## config.mk

```make
export PLATFORM = sky130hd
export DESIGN_NAME = control_sequencer
export DESIGN_NICKNAME = d
export VERILOG_FILES = /design/src/rtl/control_sequencer.sv
export SDC_FILE = /design/constraint.sdc
export NUM_CORES = 1
export LEC_CHECK = 0
export BUFFER_PORTS_ARGS = -buffer_cell sky130_fd_sc_hd__buf_4
export CAP_MARGIN = 25
export CELL_PAD_IN_SITES_DETAIL_PLACEMENT = 0
export CELL_PAD_IN_SITES_GLOBAL_PLACEMENT = 2
export CORE_MARGIN = 5
export CORE_UTILIZATION = 35
export CTS_BUF_LIST = sky130_fd_sc_hd__clkbuf_8
export DETAILED_ROUTE_END_ITERATION = 6
export PLACE_DENSITY_LB_ADDON = 0.1
export SLEW_MARGIN = 20
export SYNTH_ARGS = -nofsm -noshare
export SYNTH_HDL_FRONTEND = slang
export SYNTH_SLANG_ARGS = --single-unit
```

## constraint.sdc

```tcl
create_clock -name clk -period 2.3 [get_ports clk]
set_clock_uncertainty 0.15 [all_clocks]
set_input_delay 0.23 -clock clk [delete_from_list [all_inputs] [get_ports clk]]
set_output_delay 0.23 -clock clk [all_outputs]
set_load 0.05 [all_outputs]
```

## src/rtl/control_sequencer.sv

```systemverilog
// rtl/control_sequencer.sv - instruction step sequencer (T0..T15); optional abort input via SEQ_ABORT_EN
module control_sequencer (
    input  logic       clk,
    input  logic       reset,
    input  logic       start,
    input  logic [3:0] last_step,
    input  logic       stall,
`ifdef SEQ_ABORT_EN
    input  logic       abort,
`endif
    output logic [3:0] current_state,
    output logic       busy,
    output logic       done
);

    typedef enum logic [1:0] {
        S_IDLE = 2'd0,
        S_RUN  = 2'd1,
        S_DONE = 2'd2
    } seq_state_t;

    seq_state_t state, state_n;
    logic [3:0] end_step, end_step_n;
    logic [3:0] step_n;
    logic       busy_n;
    logic       done_n;
    logic       abort_req;

`ifdef SEQ_ABORT_EN
    assign abort_req = abort;
`else
    assign abort_req = 1'b0;
`endif

    always_ff @(posedge clk or posedge reset) begin
        if (reset) begin
            state         <= S_IDLE;
            current_state <= 4'd0;
            end_step      <= 4'd0;
            busy          <= 1'b0;
            done          <= 1'b0;
        end else begin
            state         <= state_n;
            current_state <= step_n;
            end_step      <= end_step_n;
            busy          <= busy_n;
            done          <= done_n;
        end
    end

    // Outputs are computed one cycle ahead so every output comes straight from a flop.
    always_comb begin
        state_n    = S_IDLE;
        step_n     = 4'd0;
        end_step_n = end_step;
        busy_n     = 1'b0;
        done_n     = 1'b0;
        unique case (state)
            S_IDLE, S_DONE: begin
                if (start) begin
                    state_n    = S_RUN;
                    end_step_n = last_step;
                    busy_n     = 1'b1;
                end
            end
            S_RUN: begin
                if (abort_req) begin
                    state_n = S_IDLE;
                end else if (stall) begin
                    state_n = S_RUN;
                    step_n  = current_state;
                    busy_n  = 1'b1;
                end else if (current_state == end_step) begin
                    state_n = S_DONE;
                    done_n  = 1'b1;
                end else begin
                    state_n = S_RUN;
                    step_n  = current_state + 4'd1;
                    busy_n  = 1'b1;
                end
            end
            default: begin
                state_n = S_IDLE;
            end
        endcase
    end

endmodule
```

==> run metrics, run 1 <==
relative max-transition margin a little over two thirds; crit path launch type flip-flop; post-route fraction of the period consumed by the critical path 65.55%; Via Count 405; clock transition at the register clock pins on the worst setup and hold paths after CTS 0.05 ns; pin count of the biggest net entering global routing 12; IO Port Bufs 13; share of Yosys cell area claimed by the top area cell type 51.28%; crit path max-delay cell type sky130_fd_sc_hd__nor4_4; top cell type by total area after synthesis sky130_fd_sc_hd__dfrtp_1; most frequent cells after synthesis sky130_fd_sc_hd__dfrtp_1, sky130_fd_sc_hd__mux2_2, sky130_fd_sc_hd__xor2_1; fillcell total 143; top post-synthesis cells by area sky130_fd_sc_hd__dfrtp_1, sky130_fd_sc_hd__mux2_2, sky130_fd_sc_hd__xor2_1, sky130_fd_sc_hd__nor4_4, sky130_fd_sc_hd__nand2b_1; count of nets after finishing 74; Tightest Pin Transition 0.4412 ns; number of warnings reported in the yosys synthesis log 0; maximum ir drop on the vdd rail 0.4931 mV; fraction of synthesized area in multiplexers 10.26%; compound-gate portion of the synthesized area 8.159%; clk buf depth 2; first-iteration detailed-routing DRC count 2; hold violation total from the final report 0; number of maximum-capacitance violations 0; end-of-flow core utilization 47.39%; wire length of the first global-routing pass 1814 um; layout cell share with drive strength beyond 1 32.81%; FF+latch count, synth 11; Tot GR Track Use 9.596%; slowest cell delay on critical path 0.44 ns; Root Buffer sky130_fd_sc_hd__clkbuf_8; number of routed nets with antenna violations 0; number of flops mapped to enable cells by yosys 0; core footprint about 1500 um^2; DRC violation count after routing 0; run status complete, no violations; Post-synth top flop sky130_fd_sc_hd__dfrtp_1; Die W 49.16 um; cell with the most instances after synthesis sky130_fd_sc_hd__dfrtp_1; Clock Latency Late Sink between 0.2 and 0.25 ns; IO Pins 14; total gr overflow 0; Detailed Route WL 1032 um; H-tree level count 1; Worst EP required 2.31 ns; sort of element at the end of the critical path flip-flop; share of the synthesized netlist area taken by xor and xnor gates 6.527%; antenna diode count 0; endpoint arrival time on the critical path 1.52 ns; Avg Cell Area, Syn around 11 um^2; power per cell area 1290 nW/um^2; category of the critical setup timing path flip-flop to flip-flop; crit path cell chain xor2_1 -> nor4_4 -> and3_1; area growth from synthesis to final layout 31.47%; number of placement rows 14; combinational family with the most area after synthesis simple AND/OR/NAND/NOR gates; starting utilization of the core area 36.05%; instance count of the mapped netlist 47; post-synthesis sequential area ratio between 50% and 60%; post-placement cell count 75; fin cells 80; die area 2417 um^2; antenna violations before repair 0; Cell variety after synth 21; Sequential Area 275.3 um^2; Synth Area in Adders 2.331%; unrepaired setup endpoints after global routing false; total power 0.0009100 W; HP Class input port to flip-flop; via density per instance between 5 and 6; largest driver fanout on the critical path 7; clock tree from TritonCTS done; final estimated routing congestion in global placement 0.7187; post-synthesis instance area 536.8 um^2; Resize count post-CTS 0; final period demand of the worst path 1.508 ns; buffers inserted by post-CTS timing repair 0; Synth async-reset ratio 100.0%; fmax 663.3 MHz; setup total negative slack 0 ns; TritonCTS Buffers 3; net count after synthesis 56; number of pins with negative max-slew slack in the final report 0; area of combinational cells with multiple inputs 250.2 um^2; clock sinks 11; Vert. Die Dim 49.16 um; sum of net half-perimeters after detailed placement approximately 840 um; drt pass-1 iters 4; average wire length per cell after detail routing 12.90 um; via count of the first global-routing pass 418; Final setup viols 0; total leakage power about 0.35 nW; simple logic cell fraction of the synthesized area 19.35%
## final timing paths
check                                        startpoint                           end  slack, ns  cells past startpoint
min reg2reg                     end_step[1]$_DFFE_PP0P_       end_step[1]$_DFFE_PP0P_       0.38                      1
max in group asynchronous                         reset  current_state[1]$_DFFE_PP0P_       1.33                      3
max                        current_state[1]$_DFFE_PP0P_            state[1]$_DFF_PP0_       0.79                      3
min in group asynchronous                         reset       end_step[1]$_DFFE_PP0P_       0.39                      3
max reg2reg                current_state[1]$_DFFE_PP0P_            state[1]$_DFF_PP0_       0.79                      3
min                                        last_step[2]       end_step[2]$_DFFE_PP0P_       0.08                      2
## worst max-delay path, delay by kind of cell, from the launching register on
family | cells | cell delay (ns)
xor gates and xnor gates | 1 | 0.20
and+or+nand+nor | 2 | 0.66
DFF | 1 | 0.43
## where the power goes
part	total [W]	internal (W)	switching, W
Sequential	0.000328	0.000264	0.0000645
Combinational	0.000402	0.000157	0.000245
Clock	0.000180	0.000116	0.0000635
## repair_timing
action                                 4_1_cts  5_1_grt
hold buffers                                 1        0
setup endpoints to repair                    0        0
endpoints found under the hold margin       11        0
## layout by cell type (no fill, tap or decap), types with 2 or more instances in the layout
cell / netlist / layout
sky130_fd_sc_hd__buf_4: 0 / 13
sky130_fd_sc_hd__dfrtp_1: 11 / 11
sky130_fd_sc_hd__xor2_1: 4 / 4
sky130_fd_sc_hd__mux2_2: 4 / 4
sky130_fd_sc_hd__inv_1: 2 / 3
sky130_fd_sc_hd__nand2b_1: 3 / 3
sky130_fd_sc_hd__clkbuf_8: 0 / 3
sky130_fd_sc_hd__nand3_1: 2 / 2
sky130_fd_sc_hd__nor2b_1: 2 / 2
sky130_fd_sc_hd__nand2_1: 2 / 2
sky130_fd_sc_hd__o22ai_1: 2 / 2
sky130_fd_sc_hd__nor2_1: 2 / 2
sky130_fd_sc_hd__a21oi_1: 2 / 2
sky130_fd_sc_hd__and3_1: 2 / 2
## state kept, by name (all words and copies together), names as in the netlist
name and flops:
current_state 4, end_step 4, busy 1, done 1
state 1
## per-stage QoR
stage / setup slack [ns] / hold WS (ns) / cell area (um^2)
after global routing: 0.6922 / 0.07311 / 705.7
final: 0.7924 / 0.07966 / 705.7
after CTS: 0.7774 / 0.07493 / 705.7
after global placement: 0.8270 / 0.08985 / 650.6
after floorplan: 0.6528 / -0.06756 / 536.8
after detailed placement: 0.8017 / 0.09572 / 650.6
## final cells by class
cell class / count / area share (%)
inverters: 2 / 1.064
clock buffers: 3 / 5.851
flip-flops and latches: 11 / 39.01
multi-input cells: 33 / 35.46
clock inverters: 1 / 0.5319
well taps: 16 / 2.837
repair buffers: 14 / 15.25
## cell families after synthesis
| kind of cell | count (synthesis) |
|---|---|
| AO/OA/AOI/OAI | 7 |
| XOR/XNOR | 4 |
| flip-flops | 11 |
| adder cells (fa/ha/maj) | 1 |
| buffers and inverters | 3 |
| AND/OR/NAND/NOR | 16 |
| multiplexers | 5 |
## layer usage
layer  track usage (%)  share of wire [%]  vias to the layer above
met5                 0                  0                        -
li1                  -                  -                      200
met4             5.381                1.8                        0
met2             14.16                 44                       18
met3             3.670                7.7                        2
met1             11.79                 46                      185
Power figures use the tool's default switching activity.
==> run 2: changes to the inputs <==
--- a/config.mk
+++ b/config.mk
@@ -10,7 +10,7 @@
 export CELL_PAD_IN_SITES_DETAIL_PLACEMENT = 0
 export CELL_PAD_IN_SITES_GLOBAL_PLACEMENT = 2
 export CORE_MARGIN = 5
-export CORE_UTILIZATION = 35
+export CORE_UTILIZATION = 30
 export CTS_BUF_LIST = sky130_fd_sc_hd__clkbuf_8
 export DETAILED_ROUTE_END_ITERATION = 6
 export PLACE_DENSITY_LB_ADDON = 0.1
==> constraint.sdc (replaced) <==
create_clock -name clk -period 1.3 [get_ports clk]
set_clock_uncertainty 0.15 [all_clocks]
set_input_delay 0.13 -clock clk [delete_from_list [all_inputs] [get_ports clk]]
set_output_delay 0.13 -clock clk [all_outputs]
set_load 0.05 [all_outputs]
==> run metrics, run 2 (synthesis gave the netlist of run 1 again) <==
reg-to-reg critical path endpoint done$_DFF_PP0_; clock network fraction of design power 18.0% (-1.8 points); Root Buffer sky130_fd_sc_hd__clkbuf_8; number of placement rows 15 (+1); Post-Place Cell Area 743.2 um^2 (+14%); CP bufs+invs 1 (+1); slowest cell delay on critical path 0.42 ns (-0.02 ns); register-to-register setup slack -0.12 ns (-0.91 ns); Tot GR Track Use 10.35% (+0.76 points); reg-to-reg critical path startpoint current_state[3]$_DFFE_PP0P_; clock tree from TritonCTS done; final estimated routing congestion in global placement 0.6766 (-5.9%); share of total power in sequential cells 31.2% (-4.9 points); most frequent cells in the layout sky130_fd_sc_hd__buf_4, sky130_fd_sc_hd__dfrtp_1, sky130_fd_sc_hd__dfrtp_2, sky130_fd_sc_hd__dlygate4sd3_1, sky130_fd_sc_hd__mux2_4; DRC violation count after routing 0 (unchanged); HP Class input port to flip-flop; end-of-flow core utilization 50.18% (+2.8 points); core footprint 1708 um^2 (+15%); Final setup viols 7 (+7); antenna violations before repair 0 (unchanged); endpoint arrival time on the critical path 1.44 ns (-0.08 ns); IO Pins 14 (unchanged); clock transition at the register clock pins on the worst setup and hold paths after CTS 0.05 ns (about the same); largest registers current_state x4, end_step x4; fin worst setup slack -0.1161 ns (-0.9085 ns); number of maximum-capacitance violations 0 (unchanged); Die W 52.30 um (+6.4%); relative max-transition margin 71.59% (+1.1 points); via count of the first global-routing pass 439 (+5.0%); violated checks setup timing; number of pins with negative max-slew slack in the final report 0 (unchanged); Clock Latency Late Sink 0.23 ns (about the same); sort of element at the end of the critical path flip-flop; starting utilization of the core area 31.43% (-4.6 points); antenna diode count 0 (unchanged); first-iteration detailed-routing DRC count 1 (-1); TritonCTS Buffers 3 (unchanged); Worst EP required 1.32 ns (-0.99 ns); crit path max-delay cell type sky130_fd_sc_hd__dfrtp_2; Worst Hold Depth 3 (+1); maximum ir drop on the vdd rail 0.8374 mV (+70%); pin count of the biggest net entering global routing 12 (unchanged); launch point of the worst path current_state[3]$_DFFE_PP0P_; Detailed Route WL 1249 um (+21%); category of cells accounting for the largest share of critical-path delay simple AND/OR/NAND/NOR gates; number of routed nets with antenna violations 0 (unchanged); unrepaired setup endpoints after global routing true; Placement Setup Slack -0.1028 ns (-0.9045 ns); via density per instance 4.267 (-16%); Switch Pwr 0.0007210 W (+93%); Via Count 431 (+6.4%); power per cell area 2149 nW/um^2 (+67%); crit path launch type flip-flop; largest driver fanout on the critical path 7 (unchanged); average wire length per cell after detail routing 12.37 um (-4.1%); sum of net half-perimeters after detailed placement 917.2 um (+9.2%); Tightest Pin Transition 0.4257 ns (-0.01543 ns); post-route fraction of the period consumed by the critical path 108.9% (+43 points); switch share 39.15% (-1.8 points); Worst Min Path Start stall; area growth from synthesis to final layout 59.67%; fillcell total 171 (+20%); Vert. Die Dim 52.30 um (+6.4%); internal power contribution 0.001121 W (+110%); clk buf depth 2 (unchanged); endpoint with the worst hold slack current_state[0]$_DFFE_PP0P_; drt pass-1 iters 2 (-2); most common cell after layout, fill and taps aside sky130_fd_sc_hd__buf_4; clock sinks 11 (unchanged); crit path cell chain xor2_2 -> nor4_4 -> buf_4 -> and3_1; count of nets after finishing 86 (+16%); total gr overflow 0 (unchanged); die area 2735 um^2 (+13%); IO Port Bufs 13 (unchanged); run status finished with violations; layout cell share with drive strength beyond 1 47.37% (+15 points); wire length of the first global-routing pass 1994 um (+9.9%); H-tree level count 1 (unchanged); category of the critical setup timing path flip-flop to flip-flop; total leakage power 0.4179 nW (+19%); portion of total power attributed to combinational logic 50.8% (+6.6 points); hold violation total from the final report 0 (unchanged); final period demand of the worst path 1.416 ns (-0.09146 ns); fmax 706.1 MHz (+6.5%); Worst R2R Path Depth 4 (+1); Non-Filler Cell Area, Final 857.1 um^2 (+21%)
run 2: cell type report:
cell class                      instances  area (um^2)  area share, %
Multi-Input combinational cell         33        280.3          32.70
Inverter                                2        7.507         0.8759
Clock inverter                          1        3.754         0.4380
Clock buffer                            3        41.29          4.818
Timing Repair Buffer                   26        211.5          24.67
Sequential cell                        11        281.5          32.85
Tap cell                               25        31.28          3.650
run 2: worst max path at each step:
stage               slack (ns)  cells after the start                            to
finish                   -0.12                      4                done$_DFF_PP0_
global route             -0.14                      4                done$_DFF_PP0_
CTS                      -0.11                      4                done$_DFF_PP0_
detailed placement       -0.10                      4                done$_DFF_PP0_
global placement         -0.07                      4  current_state[3]$_DFFE_PP0P_
floorplan                -0.20                      3                done$_DFF_PP0_
run 2: per-stage QoR:
stage | instances | hold slack (ns) | TNS, ns | total power (W)
global placement | 91 | 0.003850 | -0.4270 | 0.001480
CTS | 100 | 0.04596 | -0.6207 | 0.001861
finish | 101 | 0.04734 | -0.6536 | 0.001842
detailed placement | 91 | 0.006742 | -0.5646 | 0.001484
global route | 101 | 0.04904 | -0.8094 | 0.001964
floorplan | 47 | -0.1679 | -1.682 | 0.001187
run 2: tightest hold or removal path, cell delays in order:
cell	delay, ns
sky130_fd_sc_hd__buf_4	0.14
sky130_fd_sc_hd__nand2_1	0.06
sky130_fd_sc_hd__o22ai_1	0.06
run 2: layer usage:
layer	GRT usage (%)	vias to the layer above	part of all wire, %
li1	-	223	-
met1	13.18	198	46
met2	15.50	8	49
met3	3.419	2	3.9
met4	5.106	0	0.64
met5	0	-	0
run 2: timing repair:
action | CTS | global route
resized for setup | 1 | 1
setup buffers | 0 | 1
hold endpoints to repair | 15 | 0
pin swaps | 0 | 1
hold buffers | 5 | 0
endpoints found under the setup margin | 7 | 10
run 2: power groups by stage:
| stage | logic (W) | registers [W] | clock network [W] |
|---|---|---|---|
| global route | 0.00101 | 0.000596 | 0.000362 |
| detailed placement | 0.000905 | 0.000578 | 0 |
| floorplan | 0.000424 | 0.000763 | 0 |
| CTS | 0.000932 | 0.000582 | 0.000347 |
| finish | 0.000936 | 0.000575 | 0.000331 |
| global placement | 0.000908 | 0.000573 | 0 |
==> run 3: changes to the inputs <==
--- a/config.mk
+++ b/config.mk
@@ -11,7 +11,7 @@
 export CELL_PAD_IN_SITES_GLOBAL_PLACEMENT = 2
 export CORE_MARGIN = 5
 export CORE_UTILIZATION = 30
-export CTS_BUF_LIST = sky130_fd_sc_hd__clkbuf_8
+export CTS_BUF_LIST = sky130_fd_sc_hd__clkbuf_8 sky130_fd_sc_hd__clkbuf_16
 export DETAILED_ROUTE_END_ITERATION = 6
 export PLACE_DENSITY_LB_ADDON = 0.1
 export SLEW_MARGIN = 20
==> constraint.sdc (replaced) <==
create_clock -name clk -period 1.6 [get_ports clk]
set_clock_uncertainty 0.15 [all_clocks]
set_input_delay 0.16 -clock clk [delete_from_list [all_inputs] [get_ports clk]]
set_output_delay 0.16 -clock clk [all_outputs]
set_load 0.05 [all_outputs]
==> run metrics, run 3 (synthesis gave the netlist of run 1 again) <==
post-placement cell count 87 (-4.4%); crit path launch type flip-flop; layer with the highest usage met2; hold violation total from the final report 0 (unchanged); Via Count 411 (-4.6%); Die W 52.30 um (unchanged); antenna diode count 0 (unchanged); largest driver fanout on the critical path 7 (unchanged); number of pins with negative max-slew slack in the final report 0 (unchanged); H-tree level count 1 (unchanged); crit path cell chain xor2_1 -> nor4_4 -> and3_1; via density per instance 4.467 (+4.7%); post-route fraction of the period consumed by the critical path 93.91% (-15 points); clock sinks 11 (unchanged); via count of the first global-routing pass 482 (+9.8%); IO Pins 14 (unchanged); GR Util met2 16.12% (+0.62 points); number of placement rows 15 (unchanged); fmax 665.5 MHz (-5.8%); TritonCTS Buffers 3 (unchanged); sum of net half-perimeters after detailed placement 952.7 um (+3.9%); HP Class input port to flip-flop; DRC violation count after routing 0 (unchanged); Worst EP required 1.62 ns (+0.30 ns); number of routed nets with antenna violations 0 (unchanged); clock tree from TritonCTS done; Clock Latency Late Sink 0.23 ns (about the same); antenna violations before repair 0 (unchanged); average wire length per cell after detail routing 13.46 um (+8.8%); fin worst setup slack 0.09746 ns (+0.2136 ns); fin cells 92 (-8.9%); Vert. Die Dim 52.30 um (unchanged); category of the critical setup timing path flip-flop to flip-flop; clock transition at the register clock pins on the worst setup and hold paths after CTS 0.05 ns (about the same); Detailed Route WL 1238 um (-0.88%); relative max-transition margin 71.32% (-0.26 points); wire length of the first global-routing pass 2139 um (+7.3%); pin count of the biggest net entering global routing 12 (unchanged); die area 2735 um^2 (unchanged); area growth from synthesis to final layout 38.23%; final estimated routing congestion in global placement 0.7406 (+9.5%); total leakage power 0.3632 nW (-13%); crit path max-delay cell type sky130_fd_sc_hd__nor4_4; clk buf depth 2 (unchanged); drt pass-1 iters 4 (+2); Root Buffer sky130_fd_sc_hd__clkbuf_8; count of nets after finishing 77 (-10%); sort of element at the end of the critical path flip-flop; largest registers current_state x4, end_step x4; met1 Resource Use GR 14.24% (+1.1 points); Final setup viols 0 (-7); most frequent cells in the layout sky130_fd_sc_hd__buf_4, sky130_fd_sc_hd__dfrtp_1, sky130_fd_sc_hd__xor2_1, sky130_fd_sc_hd__mux2_2; most common cell after layout, fill and taps aside sky130_fd_sc_hd__buf_4; fillcell total 162 (-5.3%); Non-Filler Cell Area, Final 742.0 um^2 (-13%); first-iteration detailed-routing DRC count 4 (+3); IO Port Bufs 13 (unchanged); starting utilization of the core area 31.43% (unchanged); Placement Setup Slack 0.1039 ns (+0.2067 ns); area of combinational cells with multiple inputs 250.2 um^2 (-11%); final period demand of the worst path 1.503 ns (+0.08640 ns); unrepaired setup endpoints after global routing false; layout cell share with drive strength beyond 1 38.81% (-8.6 points); Sequential Area 277.8 um^2 (-1.3%); setup total negative slack 0 ns (+0.6536 ns); maximum ir drop on the vdd rail 0.8800 mV (+5.1%); Tot GR Track Use 10.95% (+0.59 points); Post-Place Cell Area 686.9 um^2 (-7.6%); power per cell area 1838 nW/um^2 (-14%); core footprint 1708 um^2 (unchanged); number of maximum-capacitance violations 0 (unchanged); endpoint arrival time on the critical path 1.52 ns (+0.08 ns); total gr overflow 0 (unchanged); run status complete, no violations; Tightest Pin Transition 0.4297 ns (+0.003954 ns); slowest cell delay on critical path 0.45 ns (+0.03 ns); met3 usage in global routing 3.704% (+0.28 points)
-- run 3: cell count changes in the layout (fill, tap and decap cells not counted), sizes merged --
| cell | before | now |
|---|---|---|
| dlygate4sd3 | 5 | 1 |
| buf | 21 | 16 |
-- run 3: power by group --
part	internal, W	switching, W	total, W	leakage [nW]
Sequential	0.000384	0.0000772	0.000461	0.136
Combinational	0.000252	0.000385	0.000637	0.200
Clock	0.000168	0.0000982	0.000266	0.0269
Total	0.000804	0.000560	0.00136	0.363
-- run 3: final cells by class --
cell class,instances,share of cell area [%]
Sequential cell,11,37.44
Clock inverter,1,0.5059
Inverter,2,1.012
Tap cell,25,4.216
Timing Repair Buffer,17,17.54
Multi-Input combinational cell,33,33.73
Clock buffer,3,5.565
-- run 3: repair_timing --
action                    in CTS  in global routing
hold endpoints to repair      11                  0
buffers inserted               0                  0
gates resized for setup        0                  0
hold buffers                   1                  0
-- run 3: path summary, 6_finish.rpt --
kind | startpoint | endpoint | slack [ns] | cells after the start
worst min-delay path | last_step[3] | end_step[3]$_DFFE_PP0P_ | 0.007 | 2
min in group asynchronous | reset | end_step[0]$_DFFE_PP0P_ | 0.34 | 3
worst max-delay path | current_state[1]$_DFFE_PP0P_ | done$_DFF_PP0_ | 0.1 | 3
max in group asynchronous | reset | current_state[1]$_DFFE_PP0P_ | 0.64 | 3
worst max register to register | current_state[1]$_DFFE_PP0P_ | done$_DFF_PP0_ | 0.1 | 3
worst min register to register | end_step[2]$_DFFE_PP0P_ | end_step[2]$_DFFE_PP0P_ | 0.37 | 1
-- run 3: worst max-delay path: cells and delay by family (launching register included) --
kind,cells,cell delay (ns)
DFF,1,0.43
and+or+nand+nor,2,0.67
xor gates and xnor gates,1,0.19
-- run 3: per-stage QoR --
| step | util, % | hold slack (ns) | total power, W |
|---|---|---|---|
| 5_1_grt | 43.44 | 0.01160 | 0.001464 |
| 3_5_place_dp | 40.22 | 0.04374 | 0.001106 |
| 4_1_cts | 43.44 | 0.004297 | 0.001383 |
| 3_3_place_gp | 40.22 | 0.04583 | 0.001111 |
| 6_report | 43.44 | 0.006796 | 0.001364 |
| 2_1_floorplan | - | -0.1377 | 0.0009114 |
-- run 3: layer usage --
layer / share of wire, % / up-vias
met1: 48 / 195
met4: 0 / 0
li1: - / 207
met2: 47 / 9
met5: 0 / -
met3: 4.8 / 0
